## src/rtl/ara_pkg.sv

```systemverilog
// ara_pkg: shared cluster W beat type and width constants for the write-data path.
package ara_pkg;
  localparam int ClusterAxiDataWidth = 64;
  localparam int CDW = ClusterAxiDataWidth;
  localparam int UserWidth = 1;
  typedef struct packed {
    logic [CDW-1:0]       data;
    logic [CDW/8-1:0]     strb;
    logic                 last;
    logic [UserWidth-1:0] user;
  } cluster_w_beat_t;
endpackage

```

## src/rtl/cluster_w_aligner_fifo.sv

```systemverilog
// cluster_w_fifo: per-cluster W beat buffer, no fall-through, head registered from storage.
module cluster_w_fifo import ara_pkg::*; #(
  parameter int Depth = 4,
  localparam int AW = $clog2(Depth)
) (
  input  logic            clk_i,
  input  logic            rst_ni,
  input  logic            flush,
  input  logic            push,
  input  logic            pop,
  input  cluster_w_beat_t din,
  output cluster_w_beat_t head,
  output logic [AW:0]     count
);
  cluster_w_beat_t mem [Depth];
  logic [AW-1:0] wptr, rptr;
  always_ff @(posedge clk_i or negedge rst_ni) begin
    if (!rst_ni) begin
      wptr  <= '0;
      rptr  <= '0;
      count <= '0;
    end else if (flush) begin
      wptr  <= '0;
      rptr  <= '0;
      count <= '0;
    end else begin
      if (push) wptr <= wptr + 1'b1;
      if (pop) rptr <= rptr + 1'b1;
      count <= count + {{AW{1'b0}}, push} - {{AW{1'b0}}, pop};
    end
  end
  always_ff @(posedge clk_i) begin
    if (push) mem[wptr] <= din;
  end
  assign head = mem[rptr];
endmodule

```

## src/rtl/cluster_w_aligner.sv

```systemverilog
// cluster_w_aligner: merges per-cluster W beats in lockstep; optional last compare via CLUSTER_W_ALIGNER_LAST_CHECK_EN.
module cluster_w_aligner import ara_pkg::*; #(
  parameter int NrClusters          = 4,
  parameter int ClusterAxiDataWidth = ara_pkg::ClusterAxiDataWidth,
  parameter int UserWidth           = ara_pkg::UserWidth,
  parameter int FifoDepth           = 4
) (
  input  logic                                   clk_i,
  input  logic                                   rst_ni,
  input  logic                                   flush_i,
  input  logic [NrClusters*ClusterAxiDataWidth-1:0]   cl_w_data_i,
  input  logic [NrClusters*ClusterAxiDataWidth/8-1:0] cl_w_strb_i,
  input  logic [NrClusters-1:0]                  cl_w_last_i,
  input  logic [NrClusters*UserWidth-1:0]        cl_w_user_i,
  input  logic [NrClusters-1:0]                  cl_w_valid_i,
  output logic [NrClusters-1:0]                  cl_w_ready_o,
  output logic [NrClusters*ClusterAxiDataWidth-1:0]   mw_data_o,
  output logic [NrClusters*ClusterAxiDataWidth/8-1:0] mw_strb_o,
  output logic                                   mw_last_o,
  output logic [UserWidth-1:0]                   mw_user_o,
  output logic                                   mw_valid_o,
  input  logic                                   mw_ready_i,
  output logic [7:0]                             mw_beat_cnt_o,
  output logic                                   error_o
);
  localparam int DW = ClusterAxiDataWidth;
  localparam int SW = DW / 8;
  localparam int AW = $clog2(FifoDepth);
  cluster_w_beat_t heads [NrClusters];
  logic [NrClusters-1:0] nonempty, push;
  logic pop;
  for (genvar i = 0; i < NrClusters; i++) begin : g_fifo
    logic [AW:0] count;
    cluster_w_fifo #(.Depth(FifoDepth)) u_fifo (
      .clk_i,
      .rst_ni,
      .flush (flush_i),
      .push  (push[i]),
      .pop,
      .din   ({cl_w_data_i[i*DW +: DW], cl_w_strb_i[i*SW +: SW], cl_w_last_i[i],
               cl_w_user_i[i*UserWidth +: UserWidth]}),
      .head  (heads[i]),
      .count
    );
    assign cl_w_ready_o[i]         = count != (AW+1)'(FifoDepth);
    assign push[i]                 = cl_w_valid_i[i] & cl_w_ready_o[i];
    assign nonempty[i]             = count != '0;
    assign mw_data_o[i*DW +: DW]   = heads[i].data;
    assign mw_strb_o[i*SW +: SW]   = heads[i].strb;
  end
  assign mw_valid_o = &nonempty;
  assign mw_last_o  = heads[0].last;
  assign mw_user_o  = heads[0].user;
  assign pop        = mw_valid_o & mw_ready_i;
  always_ff @(posedge clk_i or negedge rst_ni) begin
    if (!rst_ni) mw_beat_cnt_o <= '0;
    else if (flush_i) mw_beat_cnt_o <= '0;
    else if (pop) mw_beat_cnt_o <= mw_last_o ? 8'd0 : mw_beat_cnt_o + 8'd1;
  end
`ifdef CLUSTER_W_ALIGNER_LAST_CHECK_EN
  logic [NrClusters-1:0] lasts;
  for (genvar i = 0; i < NrClusters; i++) begin : g_last
    assign lasts[i] = heads[i].last;
  end
  always_ff @(posedge clk_i or negedge rst_ni) begin
    if (!rst_ni) error_o <= 1'b0;
    else if (flush_i) error_o <= 1'b0;
    else if (pop && !(&lasts || ~|lasts)) error_o <= 1'b1;
  end
`else
  assign error_o = 1'b0;
`endif
endmodule

```

## config.mk

```make
export PLATFORM = sky130hd
export DESIGN_NAME = cluster_w_aligner
export DESIGN_NICKNAME = d
export VERILOG_FILES = /design/src/rtl/ara_pkg.sv /design/src/rtl/cluster_w_aligner_fifo.sv /design/src/rtl/cluster_w_aligner.sv
export SDC_FILE = /design/constraint.sdc
export NUM_CORES = 1
export LEC_CHECK = 0
export CAP_MARGIN = 5
export CORE_ASPECT_RATIO = 0.75
export CORE_MARGIN = 2
export CORE_UTILIZATION = 49
export DETAILED_ROUTE_END_ITERATION = 10
export GPL_TIMING_DRIVEN = 1
export PLACE_DENSITY = 0.81
export SLEW_MARGIN = 20
export SYNTH_ARGS = -nofsm -noshare
export SYNTH_HDL_FRONTEND = slang
export SYNTH_SLANG_ARGS = --single-unit
```

## constraint.sdc

```tcl
create_clock -name clk_i -period 3 [get_ports clk_i]
set_input_delay 0.75 -clock clk_i [delete_from_list [all_inputs] [get_ports clk_i]]
set_output_delay 0.75 -clock clk_i [all_outputs]
set_load 0.02 [all_outputs]
```

==> metrics list <==
- Post-Place Cells: 3529
* Post-detailed-route wirelength per cell: 26.4 um
- Global routing consumed, over all layers together, 21.7% of the routing resources.
- Clk_skew: 0.0222 ns
* Final-report max-slew violation count: 0
* Endpoint type of the worst setup path: output port
- # DRC: 0
* Dominant register cell in the synthesized netlist: edfxtp_1
- The number of global-route vias before repair is 22800.
- Post-synthesis cell area: 0.0439 mm2
- STA puts the critical path data arrival time at 2.31 ns.
* Number of antenna violations at the first check in global routing: 21
- Post-detailed-route count of antenna-violating nets: 0
- Kind of launch point of the worst setup path: register
* Sum Neg Setup Slack: -0.455 ns
* Class of the most critical setup path: reg2out
* Critical Path RT: 2.25 ns
- The final layout contains 2919 nets.
- Detailed routing inserted a total of 21500 vias.
- The floorplan step set the die width to 350 um.
* Average vias per placed instance: 5.57
* Tightest slew margin relative to the limit: 39.9%
* Ports: 608
- Row count: 95
- Across the VDD grid, the largest voltage drop is 599 uV.
- Across all hold checks on the routed design, the worst slack comes to 0.196 ns.
* Number of nets produced by synthesis: 2086
- Per-instance average area after synthesis: 25.1 um2
* Synth Area in XOR/XNOR: 0.239%
- Number of synthesized flops with an enable pin: 1160
- Total Power: 41.5 mW
- Max-capacitance violation count: 0
- Ratio of final minimum period to clock period: 102%
- Routability-driven placement finished with a final weighted congestion of 0.778.
- The H-tree was split into 3 levels.
- Counting flops and latches in the post-synthesis netlist gives 1196.
- Fraction of layout instances using a drive strength above 1: 36.5%
* First-pass GRT wire length: 148000 um
* Adder-cell share of the synthesized area: 0.894%
- Total number of clock tree sinks: 1196
- Final count of hold timing violations: 0
- Of all nets on the critical path, the largest fanout is 6.
- Die outline height: 263 um
- Fin crit period: 3.06 ns
* Signed area change from the synthesized netlist to the final layout: 29.8%
- In this run the tool buffered the top-level ports with 600 buffer cells.
* Total core area: 0.0891 mm2
* Dominant combinational cell family by area after synthesis: multiplexers
* Drt initial violations: 1995
* Congestion Overflow GR: 0
- Class of the most critical hold timing path: in2async
- The die covers 0.0921 mm2.
- After Yosys synthesis, and, or, nand and nor cells account for 1.04% of the synthesized area.
* Starting density of the core: 49.3%
* Final setup vio count: 23
- The run finished, with violations left.
- Cell count after synthesis: 1753
- Sequential area share after synthesis: 81.4%
- Detailed placement finished with a half-perimeter wire length of 63000 um.
- Area fraction in compound gates after synthesis: 0.564%
- Yosys warnings: 0
- Cells fill 64.0% of the core in the end.
- TritonCTS built the clock tree.
* Post-synthesis mux area share: 14.9%
- Largest net degree at the start of global routing: 73
- Synthesis instantiated 40 different standard cells from the library.
- Post-detailed-routing wire length: 102000 um
- Counting flops with an async set or reset pin after synthesis yields a share of 3.01%.
* Worst Setup Slack, final: -0.0630 ns
- For this design the static power due to leakage is 18.9 nW.
- The first TritonRoute pass finished after 5 iterations.
- Static timing analysis puts the maximum clock frequency at 326 MHz.
* Inserted Clock Buffers: 110
- Clk slew on worst S/H paths: 0.06 ns
* Clock Tree Root: clkbuf_16
* Fin cells: 3858
* Maximum buffer depth of the clock tree: 3
- Dividing total power by cell area gives a power density of 729 mW/mm2.
* Worst-Skew Late Latency: 0.68 ns
- RSZ-0062 raised after global routing: true
- For the pin with the worst max-slew slack, the measured transition is 0.902 ns.
- Violations in the final reports: negative setup slack
[cells in the mapped netlist, drive strengths merged (2+ instances only)]
library cell / number / area [um2]
ha: 25 / 313
nor2: 18 / 67.6
a31o: 4 / 35.0
o21ai: 5 / 25.0
inv: 28 / 105
a21oi: 11 / 55.1
a311oi: 4 / 35.0
nor2b: 4 / 25.0
a32o: 3 / 30.0
o211ai: 3 / 22.5
nor3b: 2 / 15.0
or3: 4 / 27.5
dfrtp: 36 / 901
nand3: 3 / 15.0
buf: 48 / 231
or3b: 4 / 35.0
fa: 4 / 80.1
clkbuf: 31 / 116
nand4b: 2 / 17.5
o31ai: 2 / 15.0
and3: 18 / 113
nand2: 11 / 41.3
and2: 4 / 25.0
or4: 3 / 26.3
xnor2: 8 / 70.1
edfxtp: 1160 / 34800
nor3: 7 / 35.0
mux4: 290 / 6530
xor2: 4 / 35.0
a31oi: 2 / 12.5
[kinds of logic (layout without fill, tap and decap cells)]
logic type	count (synthesis)	in the layout
flops	1196	1196
mux	290	290
buf+inv	107	1033
simple gates	82	82
compound gates	36	36
fa+ha+maj	29	29
xor+xnor	12	12
other cells	1	16
[metal layers]
| layer | GRT usage [%] | up-vias | routed length (um) |
|---|---|---|---|
| li1 | - | 9192 | - |
| met2 | 36.2 | 879 | 52100 |
| met4 | 6.86 | 18 | 2710 |
| met1 | 26.8 | 11200 | 37400 |
| met5 | 0 | - | 112 |
| met3 | 7.62 | 177 | 9420 |
[final timing paths]
check | start | end | slack, ns | depth (start not counted)
hold reg to reg | g_fifo[1].u_fifo.wptr[1]$_DFFE_PN0P_ | g_fifo[1].u_fifo.wptr[1]$_DFFE_PN0P_ | 0.58 | 2
setup / recovery | g_fifo[0].u_fifo.rptr[0]$_DFFE_PN0P_ | mw_data_o[34] | -0.06 | 6
setup reg to reg | g_fifo[2].u_fifo.count[0]$_DFF_PN0_ | g_fifo[0].u_fifo.count[2]$_DFF_PN0_ | 0.20 | 11
max in group asynchronous | rst_ni | g_fifo[0].u_fifo.rptr[0]$_DFFE_PN0P_ | 2.12 | 1
hold / removal | rst_ni | g_fifo[1].u_fifo.wptr[0]$_DFFE_PN0P_ | 0.20 | 1
min in group clk_i | g_fifo[1].u_fifo.wptr[1]$_DFFE_PN0P_ | g_fifo[1].u_fifo.wptr[1]$_DFFE_PN0P_ | 0.58 | 2
[worst max-delay path, stage by stage, from the launching register on]
cell     delay (ns)
dfrtp_4        0.50
buf_12         0.15
buf_12         0.14
buf_16         0.14
buf_6          0.12
mux4_2         0.44
buf_6          0.16
[per-stage QoR]
| stage | instance area [um2] | worst slack [ns] |
|---|---|---|
| floorplan | 43900 | 0.0289 |
| global placement | 52400 | 0.0626 |
| detailed placement | 52400 | 0.000591 |
| CTS | 56200 | -0.130 |
| global route | 57000 | -0.141 |
| finish | 57000 | -0.0630 |
[where the power goes]
group          switching, mW  internal, mW  leakage (nW)
Clock                   6.11          7.60          1.74
Combinational           3.93          3.27          6.09
Sequential             0.445          20.2          11.1
Total                   10.5          31.1          18.9
[cell type report]
| class | instances | area [um2] |
|---|---|---|
| inverter | 28 | 105 |
| multi-input combinational | 450 | 7800 |
| tap | 1164 | 1460 |
| antenna | 15 | 37.5 |
| clock inverter | 71 | 649 |
| timing repair buffer | 800 | 8310 |
| sequential | 1196 | 35800 |
| fill | 5674 | 32100 |
| clock buffer | 134 | 2890 |
[placed cells by master (no fill, tap or decap), types with 6 or more instances in the layout]
master	instances
buf_4	71
clkbuf_16	119
nor2_1	18
dfrtp_4	8
clkbuf_1	22
dlygate4sd2_1	7
buf_6	178
bufinv_16	8
and3_4	11
buf_12	68
dfrtp_1	27
buf_2	144
clkinv_2	29
nand2_1	11
xnor2_1	8
clkinv_1	18
buf_8	6
inv_1	28
nor3_1	6
mux4_2	290
clkdlybuf4s50_1	303
edfxtp_1	1160
ha_1	25
a21oi_1	11
diode_2	15
buf_16	10
[state kept, by name, summed over array words and instances, names as in the netlist]
name / count
g_fifo.u_fifo.count: 12
g_fifo.u_fifo.mem: 1160
g_fifo.u_fifo.wptr: 8
g_fifo.u_fifo.rptr: 8
mw_beat_cnt_o: 8
[what timing repair did]
action                     4_1_cts  5_1_grt
setup buffers                   79       21
setup endpoints to repair      295      183
gates cloned                    11        7
hold buffers                     0        0
resized for setup             1352      283
No activity file was read; power rests on OpenSTA's default activity.
